--- src/rtl/reg_bank_irq.sv ---
// Register bank with config, sampled status, W1C event capture, mask and registered irq.
// Define REG_BANK_STATUS_SYNC_EN to put a 2-flop synchronizer in front of the status sampler.
module reg_bank_irq #(
  parameter int NUM_CFG    = 8,
  parameter int NUM_STATUS = 8,
  parameter int REG_WIDTH  = 8,
  parameter int ADDR_W     = 5,
  parameter logic [NUM_CFG*REG_WIDTH-1:0] CFG_RESET = '0
) (
  input  logic                             clk,
  input  logic                             rstb,
  input  logic                             ena,
  input  logic [ADDR_W-1:0]                addr,
  input  logic [REG_WIDTH-1:0]             wdata,
  input  logic                             we,
  input  logic                             re,
  output logic [REG_WIDTH-1:0]             rdata,
  output logic                             rvalid,
  output logic                             addr_err,
  output logic [NUM_CFG*REG_WIDTH-1:0]     config_regs,
  input  logic [NUM_STATUS*REG_WIDTH-1:0]  status_regs,
  output logic                             irq
);

  localparam logic [ADDR_W-1:0] A_STAT = ADDR_W'(NUM_CFG);
  localparam logic [ADDR_W-1:0] A_EVT  = ADDR_W'(NUM_CFG + NUM_STATUS);
  localparam logic [ADDR_W-1:0] A_MASK = ADDR_W'(NUM_CFG + NUM_STATUS + 1);

  logic [REG_WIDTH-1:0]  cfg_q    [NUM_CFG];
  logic [REG_WIDTH-1:0]  status_q [NUM_STATUS];
  logic [NUM_STATUS-1:0] evt_q;
  logic [NUM_STATUS-1:0] mask_q;
  logic [NUM_STATUS-1:0] evt_set;
  logic [NUM_STATUS-1:0] evt_clr;
  logic [NUM_STATUS-1:0] chg;
  logic [1:0]            prime_q;

  logic                  wr_en;
  logic                  rd_en;
  logic                  hit_evt;
  logic                  hit_mask;
  logic                  unmapped;
  logic [REG_WIDTH-1:0]  rd_mux;

  for (genvar k = 0; k < NUM_CFG; k++) begin : g_cfg_out
    assign config_regs[k*REG_WIDTH +: REG_WIDTH] = cfg_q[k];
  end

  // Stage p0: status sampling; chg compares the newest sample with the one before it
`ifdef REG_BANK_STATUS_SYNC_EN
  localparam logic [1:0] PRIME = 2'd3;
  logic [REG_WIDTH-1:0] sync_p0 [NUM_STATUS];
  logic [REG_WIDTH-1:0] sync_p1 [NUM_STATUS];

  always_ff @(posedge clk or negedge rstb) begin
    if (!rstb) begin
      for (int i = 0; i < NUM_STATUS; i++) begin
        sync_p0[i]  <= '0;
        sync_p1[i]  <= '0;
        status_q[i] <= '0;
      end
    end else begin
      for (int i = 0; i < NUM_STATUS; i++) begin
        sync_p0[i]  <= status_regs[i*REG_WIDTH +: REG_WIDTH];
        sync_p1[i]  <= sync_p0[i];
        status_q[i] <= sync_p1[i];
      end
    end
  end

  always_comb begin
    chg = '0;
    for (int i = 0; i < NUM_STATUS; i++) chg[i] = (sync_p1[i] != status_q[i]);
  end
`else
  localparam logic [1:0] PRIME = 2'd2;
  logic [REG_WIDTH-1:0] status_d [NUM_STATUS];

  always_ff @(posedge clk or negedge rstb) begin
    if (!rstb) begin
      for (int i = 0; i < NUM_STATUS; i++) begin
        status_q[i] <= '0;
        status_d[i] <= '0;
      end
    end else begin
      for (int i = 0; i < NUM_STATUS; i++) begin
        status_q[i] <= status_regs[i*REG_WIDTH +: REG_WIDTH];
        status_d[i] <= status_q[i];
      end
    end
  end

  always_comb begin
    chg = '0;
    for (int i = 0; i < NUM_STATUS; i++) chg[i] = (status_q[i] != status_d[i]);
  end
`endif

  // Decode; a write in the same cycle as a read takes priority and the read is dropped
  always_comb begin
    wr_en    = we & ena;
    rd_en    = re & ena & ~we;
    hit_evt  = (addr == A_EVT);
    hit_mask = (addr == A_MASK);
    unmapped = (addr > A_MASK);
    evt_clr  = (wr_en && hit_evt) ? wdata[NUM_STATUS-1:0] : '0;
    evt_set  = (prime_q == PRIME) ? chg : '0;
  end

  always_comb begin
    rd_mux = '0;
    for (int k = 0; k < NUM_CFG; k++)
      if (addr == ADDR_W'(k)) rd_mux = cfg_q[k];
    for (int i = 0; i < NUM_STATUS; i++)
      if (addr == ADDR_W'(NUM_CFG + i)) rd_mux = status_q[i];
    if (hit_evt)  rd_mux = REG_WIDTH'(evt_q);
    if (hit_mask) rd_mux = REG_WIDTH'(mask_q);
  end

  // Stage p1: register updates and registered read / irq outputs
  always_ff @(posedge clk or negedge rstb) begin
    if (!rstb) begin
      for (int k = 0; k < NUM_CFG; k++) cfg_q[k] <= CFG_RESET[k*REG_WIDTH +: REG_WIDTH];
      evt_q    <= '0;
      mask_q   <= '0;
      rdata    <= '0;
      rvalid   <= 1'b0;
      addr_err <= 1'b0;
      irq      <= 1'b0;
      prime_q  <= '0;
    end else begin
      for (int k = 0; k < NUM_CFG; k++)
        if (wr_en && addr == ADDR_W'(k)) cfg_q[k] <= wdata;
      if (wr_en && hit_mask) mask_q <= wdata[NUM_STATUS-1:0];
      evt_q    <= (evt_q & ~evt_clr) | evt_set;
      rvalid   <= rd_en;
      if (rd_en) rdata <= rd_mux;
      addr_err <= (wr_en | rd_en) & unmapped;
      irq      <= |(evt_q & mask_q);
      if (prime_q != PRIME) prime_q <= prime_q + 2'd1;
    end
  end

endmodule

--- config.mk ---
export PLATFORM = sky130hd
export DESIGN_NAME = reg_bank_irq
export DESIGN_NICKNAME = d
export VERILOG_FILES = /design/src/rtl/reg_bank_irq.sv
export SDC_FILE = /design/constraint.sdc
export NUM_CORES = 1
export LEC_CHECK = 0
export ABC_CLOCK_PERIOD_IN_PS = 1680
export CAP_MARGIN = 20
export CORE_UTILIZATION = 53
export DETAILED_ROUTE_END_ITERATION = 7
export GPL_TIMING_DRIVEN = 0
export PLACE_DENSITY = 0.8
export SYNTH_ARGS = -nofsm -noshare
export SYNTH_HDL_FRONTEND = slang
export SYNTH_SLANG_ARGS = --single-unit
--- constraint.sdc ---
create_clock -name clk -period 1.68 [get_ports clk]
set_input_delay 0.168 -clock clk [delete_from_list [all_inputs] [get_ports clk]]
set_output_delay 0.168 -clock clk [all_outputs]
set_load 0.01 [all_outputs]
==> flow_summary_export.csv <==
group,metric,value,unit
run_status,outcome,"finished, violations left",
run_status,violations,"negative setup slack",
logic_synthesis,syn_inst,725,
critical_path,startpoint,"status_q[61]",
cts,cts_num_sinks,221,
place,numPlacedInstances,1093,
logic_synthesis,synthTopCellsByCount,"dfrtp_1, mux2_2, xnor2_1",
logic_synthesis,yosys_warnings,0,
layout,regArea,5530,sq um
drt,drt-met1-wl,10300,um
floorplanning,chipWidth,133,um
drt,highest_layer,"met4",
drt,wl_met3,2560,um
cts,clk_pin_slew,0.07,ns
place,place.gp.congestion,0.934,
flow_run,maxCapViolations,0,
drt,routedWlPerCell,22.5,um
drt,vias_per_cell,6.05,
critical_path,worstPathArrival,2.12,ns
layout,final_util,72.3,%
logic_synthesis,ys_types,54,
logic_synthesis,synthArstFlopShare,100,%
logic_synthesis,avgSynthCellArea,12.5,sq um
timing,setup_viol,7,
global_routing,first_global_vias,7046,
global_routing,grt_start_max_net_pins,86,
place,hpwl,18100,um
drt,drt_iter0_drc,682,
logic_synthesis,synthTopCellsByArea,"dfrtp_1, mux2_2, xnor2_1",
timing,fmax,566,MHz
logic_synthesis,synth_area,9050,sq um
timing,hold_violations,0,
logic_synthesis,synth-seq-cells,221,
timing,period_needed,1.77,ns
logic_synthesis,synth_nets,808,
power_and_ir_drop,power.leakage,5.04,nW
global_routing,grt_pass1_wl,39700,um
floorplanning,initial_core_util,54.4,%
logic_synthesis,synth_seq_area_share,61.1,%
layout,n_antenna_cell,0,
logic_synthesis,synthFlopType,"dfrtp_1",
hold_path,hp-start,"ena",
floorplanning,die_area,17600,sq um
layout,multiInputGateArea,3580,sq um
cts,cts_buffers,23,
hold_path,whs_path_depth,3,
layout,final_area,12000,sq um
critical_path,path_max_fanout,3,
drt,first_pass_iters,5,
floorplanning,fp.dieH,133,um
drt,routed_wl,25900,um
place,post-place-ws,-1.23,ns
global_routing,grt_antenna_before_repair,0,
global_routing,grt_overflow_total,0,
logic_synthesis,netlist.area_leader.share,61.1,%
critical_path,path_class,"reg -> reg",
place,port_buffers,146,
drt,met2WireLength,12000,um
place,postPlaceCellArea,10900,sq um
timing,finalCritPeriodShare,105,%
layout,fin_cells,1148,
floorplanning,ios,157,
floorplanning,core.rowCount,47,
logic_synthesis,synth_area_leader_cell,"dfrtp_1",
hold_path,hold_class,"in -> reg",
timing,drv_slew,0,
critical_path,start_kind,"register",
power_and_ir_drop,peakVddDrop,0.861,mV
layout,fillCellCount,1126,
drt,drc,0,
critical_path,worstPathRequired,2.03,ns
timing,rsz0062_at_grt,"true",
drt,dr_total_vias,6942,
power_and_ir_drop,totalPowerFinal,0.0131,W
cts,clock_path_buffers,3,
layout,final_nets,996,
critical_path,r2r-start,"status_q[61]",
timing,relSlewSlack,58.7,%
critical_path,end_kind,"register",
cts,htree_levels,1,
layout,drive_gt1_share,20.4,%
power_and_ir_drop,power_density,1090,nW/um^2
drt,ant_nets,0,
layout,area_growth,33.0,%
cts,clock-root-buffer,"clkbuf_16",
cts,clk_latency,0.50,ns
timing,fin_skew,0.0104,ns
floorplanning,core,16600,sq um
timing,tightest_slew,0.620,ns
global_routing,track_usage,29.6,%
critical_path,worstRegToRegCells,5,
cts,cts_tree,"done",
logic_synthesis,synth.most_common_cell,"dfrtp_1",
logic_synthesis,synth-edff-count,0,
timing,postLayoutSetupSlackWorst,-0.0877,ns
==> routing by layer <==
layer,up-vias,GRT usage (%)
met5,-,0
met4,0,10.2
met3,98,6.40
met2,430,47.1
met1,3433,40.4
li1,2981,-
==> sequential cells by signal, summed over array words and instances, names as in the netlist <==
signal and cells:
mask_q 8, irq 1, status_d 64, config_regs 64, rvalid 1, prime_q 2
rdata 8, addr_err 1, status_q 64, evt_q 8
==> through the flow <==
stage	setup TNS (ns)	hold slack (ns)
final	-0.299	0.0548
after global routing	-0.586	0.0850
after CTS	-0.131	0.0243
after detailed placement	-86.20	0.137
after global placement	-1923.34	0.410
after floorplan	-0.0301	-0.128
==> cell type report <==
class                   instances  share of cell area [%]
flip-flops and latches        221                    46.0
multi-input cells             469                    29.8
repair buffers                163                    14.1
clock buffers                  31                    5.45
well taps                     220                    2.29
plain buffers                  31                    1.46
clock inverters                 9                   0.842
inverters                       4                   0.135
==> critical path: stages, from the launching register on <==
cell      delay, ns
dfrtp_1        0.42
a22o_1         0.22
a32oi_1        0.20
o211ai_1       0.15
a222oi_1       0.50
o22ai_1        0.13
==> worst paths after layout <==
path	endpoint	slack, ns
setup reg to reg	rdata[5]	-0.09
min in group asynchronous	status_q[10]	0.20
hold / removal	addr_err	0.05
max in group asynchronous	status_d[56]	0.36
setup / recovery	rdata[5]	-0.09
hold reg to reg	status_d[16]	0.43
==> logic make-up (layout without fill, tap and decap cells) <==
logic type | count (synthesis) | after routing | share of synthesized area (%)
AOI/OAI and AO/OA | 139 | 139 | 10.2
xor gates and xnor gates | 65 | 65 | 6.29
adders and majority gates | 1 | 1 | 0.138
buffers and inverters | 35 | 238 | 1.60
DFF | 221 | 221 | 61.1
muxes | 85 | 85 | 10.4
and+or+nand+nor | 179 | 179 | 10.2
==> what timing repair did <==
action	4_1_cts	5_1_grt
setup endpoints to repair	88	55
buffers inserted	9	5
hold buffers	1	0
pin swaps	9	8
resized for setup	66	20
hold endpoints to repair	66	0
==> cell usage in the layout, fill, tap and decap left out, types with 10 or more instances in the layout <==
| cell type | instances |
|---|---|
| a21oi_1 | 29 |
| dfrtp_1 | 221 |
| buf_4 | 15 |
| xnor2_1 | 65 |
| nand2_1 | 53 |
| nand4_1 | 19 |
| nor2_1 | 26 |
| clkdlybuf4s50_1 | 135 |
| nor2b_1 | 13 |
| mux2_2 | 73 |
| o21ai_0 | 32 |
| buf_2 | 10 |
| mux2i_1 | 11 |
| a221oi_1 | 13 |
| clkbuf_16 | 23 |
==> power by group <==
part,switching [W],internal (W),leakage (nW)
logic,0.000834,0.00105,1.99
clock network,0.00203,0.00304,0.375
registers,0.000410,0.00575,2.67
Power figures use the tool's default switching activity.
